`src/rtl/z_pkg.sv`:
```
// Shared definitions for the Z result-capture stage: widths, entry layout
// and the beat FSM encoding.
package z_pkg;

  localparam int unsigned WIDTH = 32;
  localparam int unsigned OP_W  = 4;

  typedef enum logic {
    BEAT_LO = 1'b0,
    BEAT_HI = 1'b1
  } beat_e;

  // Canonical entry layout at the default width; the top mirrors this order.
  typedef struct packed {
    logic [WIDTH-1:0] lo;
    logic [WIDTH-1:0] hi;
    logic             wide;
    logic [OP_W-1:0]  op;
    logic             zero;
    logic             neg;
  } entry_t;

  // Packed bit count of one entry for a given datapath width.
  function automatic int unsigned entry_w(input int unsigned width);
    return 2 * width + 1 + OP_W + 2;
  endfunction

endpackage

```
`src/rtl/z_entry_fifo.sv`:
```
// DEPTH-entry register FIFO with push/pop, occupancy count and async
// active-low reset; head entry is presented combinationally on rdata.
module z_entry_fifo #(
  parameter  int unsigned DEPTH = 2,
  parameter  int unsigned EW    = 8,
  localparam int unsigned CW    = $clog2(DEPTH + 1)
) (
  input  logic          clk,
  input  logic          clr_n,
  input  logic          push,
  input  logic          pop,
  input  logic [EW-1:0] wdata,
  output logic [EW-1:0] rdata,
  output logic [CW-1:0] count
);

  localparam int unsigned PW = $clog2(DEPTH);

  logic [EW-1:0] mem [DEPTH];
  logic [PW-1:0] wr_ptr;
  logic [PW-1:0] rd_ptr;
  logic          push_ok;
  logic          pop_ok;

  // Guard against overflow/underflow so the count can never leave 0..DEPTH.
  assign push_ok = push && (count != CW'(DEPTH));
  assign pop_ok  = pop  && (count != CW'(0));
  assign rdata   = mem[rd_ptr];

  always_ff @(posedge clk or negedge clr_n) begin
    if (!clr_n) begin
      wr_ptr <= '0;
      rd_ptr <= '0;
      count  <= '0;
      for (int i = 0; i < int'(DEPTH); i++) begin
        mem[i] <= '0;
      end
    end else begin
      if (push_ok) begin
        mem[wr_ptr] <= wdata;
        wr_ptr      <= wr_ptr + PW'(1);
      end
      if (pop_ok) begin
        rd_ptr <= rd_ptr + PW'(1);
      end
      case ({push_ok, pop_ok})
        2'b10:   count <= count + CW'(1);
        2'b01:   count <= count - CW'(1);
        default: count <= count;
      endcase
    end
  end

endmodule

```
`src/rtl/z_result_stage.sv`:
```
// Captures operator Z results (narrow or 64-bit wide), tags them with
// zero/negative flags and streams them onto the bus as one or two beats.
module z_result_stage
  import z_pkg::*;
#(
  parameter int unsigned WIDTH = z_pkg::WIDTH,
  parameter int unsigned DEPTH = 2
) (
  input  logic             clk,
  input  logic             clr_n,
  input  logic             in_valid,
  output logic             in_ready,
  input  logic [WIDTH-1:0] in_lo,
  input  logic [WIDTH-1:0] in_hi,
  input  logic             in_wide,
  input  logic [OP_W-1:0]  in_op,
  output logic             out_valid,
  input  logic             out_ready,
  output logic [WIDTH-1:0] out_data,
  output logic             out_last,
  output logic             out_hi,
  output logic             out_zero,
  output logic             out_neg,
  output logic [OP_W-1:0]  out_op
);

  localparam int unsigned CW = $clog2(DEPTH + 1);
  localparam int unsigned EW = entry_w(WIDTH);

  typedef struct packed {
    logic [WIDTH-1:0] lo;
    logic [WIDTH-1:0] hi;
    logic             wide;
    logic [OP_W-1:0]  op;
    logic             zero;
    logic             neg;
  } z_entry_t;

  z_entry_t      wr_entry;
  z_entry_t      head;
  logic [EW-1:0] head_bits;
  logic [CW-1:0] count;
  logic          push;
  logic          pop;
  beat_e         state;
  beat_e         state_nx;

  assign in_ready  = (count < CW'(DEPTH));
  assign out_valid = (count != CW'(0));
  assign push      = in_valid && in_ready;
  assign head      = z_entry_t'(head_bits);

  // Flag computation on the incoming result; narrow results ignore in_hi.
  always_comb begin
    wr_entry      = '0;
    wr_entry.lo   = in_lo;
    wr_entry.hi   = in_wide ? in_hi : '0;
    wr_entry.wide = in_wide;
    wr_entry.op   = in_op;
    if (in_wide) begin
      wr_entry.zero = ({in_hi, in_lo} == '0);
      wr_entry.neg  = in_hi[WIDTH-1];
    end else begin
      wr_entry.zero = (in_lo == '0);
      wr_entry.neg  = in_lo[WIDTH-1];
    end
  end

  z_entry_fifo #(
    .DEPTH (DEPTH),
    .EW    (EW)
  ) u_fifo (
    .clk   (clk),
    .clr_n (clr_n),
    .push  (push),
    .pop   (pop),
    .wdata (EW'(wr_entry)),
    .rdata (head_bits),
    .count (count)
  );

  always_ff @(posedge clk or negedge clr_n) begin
    if (!clr_n) begin
      state <= BEAT_LO;
    end else begin
      state <= state_nx;
    end
  end

  // Beat sequencing; outputs are driven only while a result is held.
  always_comb begin
    state_nx = state;
    pop      = 1'b0;
    out_data = '0;
    out_last = 1'b0;
    out_hi   = 1'b0;
    out_zero = 1'b0;
    out_neg  = 1'b0;
    out_op   = '0;
    if (out_valid) begin
      out_zero = head.zero;
      out_neg  = head.neg;
      out_op   = head.op;
      case (state)
        BEAT_LO: begin
          out_data = head.lo;
          out_last = !head.wide;
          if (out_ready) begin
            if (head.wide) begin
              state_nx = BEAT_HI;
            end else begin
              pop = 1'b1;
            end
          end
        end
        BEAT_HI: begin
          out_data = head.hi;
          out_hi   = 1'b1;
          out_last = 1'b1;
          if (out_ready) begin
            state_nx = BEAT_LO;
            pop      = 1'b1;
          end
        end
        default: state_nx = BEAT_LO;
      endcase
    end
  end

endmodule

```
`config.mk`:
```
export PLATFORM = sky130hd
export DESIGN_NAME = z_result_stage
export DESIGN_NICKNAME = d
export VERILOG_FILES = /design/src/rtl/z_pkg.sv /design/src/rtl/z_entry_fifo.sv /design/src/rtl/z_result_stage.sv
export SDC_FILE = /design/constraint.sdc
export NUM_CORES = 1
export LEC_CHECK = 0
export ABC_CLOCK_PERIOD_IN_PS = 6500
export CORE_MARGIN = 5
export CORE_UTILIZATION = 30
export CTS_CLUSTER_DIAMETER = 150
export DETAILED_ROUTE_END_ITERATION = 8
export GPL_ROUTABILITY_DRIVEN = 0
export MAX_ROUTING_LAYER = met4
export SLEW_MARGIN = 20
export SYNTH_ARGS = -nofsm -noshare
export SYNTH_HDL_FRONTEND = slang
export SYNTH_HIERARCHICAL = 1
export SYNTH_SLANG_ARGS = --single-unit
```
`constraint.sdc`:
```
create_clock -name clk -period 6.5 [get_ports clk]
set_input_delay 0.65 -clock clk [delete_from_list [all_inputs] [get_ports clk]]
set_output_delay 0.65 -clock clk [all_outputs]
set_load 0.05 [all_outputs]
```
==> flow_summary.ini <==
[outcome]
status = finished, final reports clean

[synth]
ys_types = 29
synth_mux_area_share_pct = 40.4
synth-simple-area-share_pct = 7.49
ys_seq_elements = 147
synth_area_leaders = dfrtp_1, mux2_4, mux2_2
synth_nets = 617
synth_area_sq_um = 8050
syn_inst = 543
synth_xor_area_share_pct = 0.544
synthAdderAreaFrac_pct = 0.155
synth-seq-area-share_pct = 45.7
synth_compound_area_share_pct = 0.311
synth.top_cell.area_share_pct = 45.7
syn_avg_cell_area_sq_um = 14.8
ys.warnings.count = 6
yosysTopAreaCell = dfrtp_1
synth_top_family_by_area = multiplexers

[grt]
track_usage_pct = 13.2
grt_pass1_wl_um = 30300
grt_max_degree = 70
antenna_found_initial = 0
grt_overflow_total = 0
grt_pass1_vias = 5097

[cells_and_area]
layout_common_cells = dfrtp_1, mux2_4, clkdlybuf4s50_1
fillers = 2569
nets = 723
n_antenna_cell = 0
register_area_sq_um = 3680
multi_input_area_sq_um = 3950
syn2layout_area_growth_pct = 23.3
drive_above_1_share_pct = 40.2
final_common_cell = dfrtp_1

[sta]
maxSlewHeadroom_pct = 32.1
whs_ps = 253
rsz0062_at_grt = false
tns_ps = 0
finalCriticalPeriod_ps = 3990
fin_skew_ps = 10.6
clock.fmax_mhz = 250
fin_crit_sh_pct = 61.5
slew_violations = 0
finalSetupViolations = 0
tightest_slew_ps = 1020
finalHoldViolCount = 0

[worst_setup_path]
path_cells = buf_4, mux2_2, mux2i_1, nor2_1, clkdlybuf4s50_1
cp-start-kind = flip-flop
critPathRequiredTime_ps = 5850
critPathKind = flip-flop to output port
critical-path-max-stage-delay_ps = 910
worst_path_max_delay_cell = dfrtp_2
cp.arrival_ps = 3340
path_max_fanout = 40
crit_path_end_kind = output port

[clocking]
clockBufferDepth = 2
clock_sinks = 147
postCtsSetupBuffers = 0
cts.clk_slew.worst_paths_ps = 60
hold_buffers = 0
cts_made_buffers = 17
ctsResizeCount = 0
htree_levels = 4
insertion_delay_ps = 420
cts_root_buf = clkbuf_16
cts_tree = done

[floorplanning]
start_util_pct = 30.1
io_pins = 115
core_area_sq_um = 26700
die_w_um = 174
dieArea_sq_um = 30200
die_height_um = 174
num_rows = 60

[route]
drc_errors = 0
vias = 4557
drtAntennaViolNets = 0
dr.pass1.iters = 4
wl_um = 19000
vias_per_cell = 4.55
first_iter_violations = 220
wl_per_cell_um = 19.0

[worst_hold_path]
hp-class = input port to async pin

[place]
detailed_place_hpwl_um = 12600
port_buffers = 114

[power_and_ir_drop]
powerDensity_nw_per_um2 = 592
peakVddDrop_mv = 0.283
cellLeakagePower_nw = 4.29
finalPower_mw = 5.88

[job]
maxCapViolations = 0
-- critical path: cells and delay by family (launching register included) --
| family | cells | cell delay, ps |
|---|---|---|
| buf+inv | 2 | 1360 |
| flops | 1 | 910 |
| mux | 2 | 560 |
| simple gates | 1 | 80 |
-- power breakdown --
group          switching (mW)  total [mW]  internal, mW
clock network           0.411        1.14         0.726
registers               0.310        1.66          1.35
logic                    1.54        3.09          1.55
total                    2.26        5.88          3.62
-- cell families (layout without fill, tap and decap cells) --
family	after synthesis	in the layout
AND/OR/NAND/NOR	103	103
multiplexers	246	246
flip-flops	147	147
XOR/XNOR	5	5
buffers and inverters	37	155
AO/OA/AOI/OAI	4	4
adder cells (fa/ha/maj)	1	1
-- registers in the layout (all words and copies together), names as in the netlist --
register       flops
u_fifo/wr_ptr      1
state              1
u_fifo/rd_ptr      1
u_fifo/count       2
u_fifo/mem       142
-- per-stage QoR --
step                      setup WS, ps  util [%]  cells  cell area, sq um
final                             2510      37.2   1002              9930
after global routing              2330      37.2   1002              9930
after CTS                         2450      37.2   1002              9930
after detailed placement          2900      34.6    971              9260
after global placement            2920      34.6    971              9260
after floorplan                   3590         -    543              8050
-- cell type report --
type,instances,share of cell area [%]
multi-input cells,359,39.7
flip-flops and latches,147,37.1
repair buffers,121,12.0
well taps,341,4.30
clock buffers,17,4.28
clock inverters,14,2.51
inverters,3,0.113
-- metal layers --
metal	GRT usage (%)	routed length, um	up-vias
li1	-	-	2131
met3	2.92	572	12
met2	19.9	8660	87
met5	-	0	-
met1	18.2	9590	2327
met4	3.17	168	0
-- cells in the mapped netlist (all sizes together) --
cell type / instances
a21oi: 1
nand4: 4
o21ai: 1
mux2: 214
xor2: 2
nor2: 35
and3b: 1
clkbuf: 4
inv: 3
ha: 1
nor4: 16
o21a: 2
nand2b: 1
xnor2: 3
buf: 30
nor3: 1
and2: 39
nand2: 4
mux2i: 32
and3: 1
nor2b: 1
dfrtp: 147
-- final timing paths --
| kind | startpoint | to | slack, ps | cells after the start |
|---|---|---|---|---|
| max | u_fifo/rd_ptr | out_data[14] | 2510 | 5 |
| min | clr_n | u_fifo/mem[83] | 250 | 1 |
| max reg2reg | u_fifo/count[1] | u_fifo/mem[109] | 3620 | 4 |
| min reg2reg | u_fifo/mem[52] | u_fifo/mem[52] | 500 | 1 |
| max in group asynchronous | clr_n | u_fifo/rd_ptr | 5230 | 2 |
| min in group clk | u_fifo/mem[52] | u_fifo/mem[52] | 500 | 1 |
(Power assumes the default switching activity.)
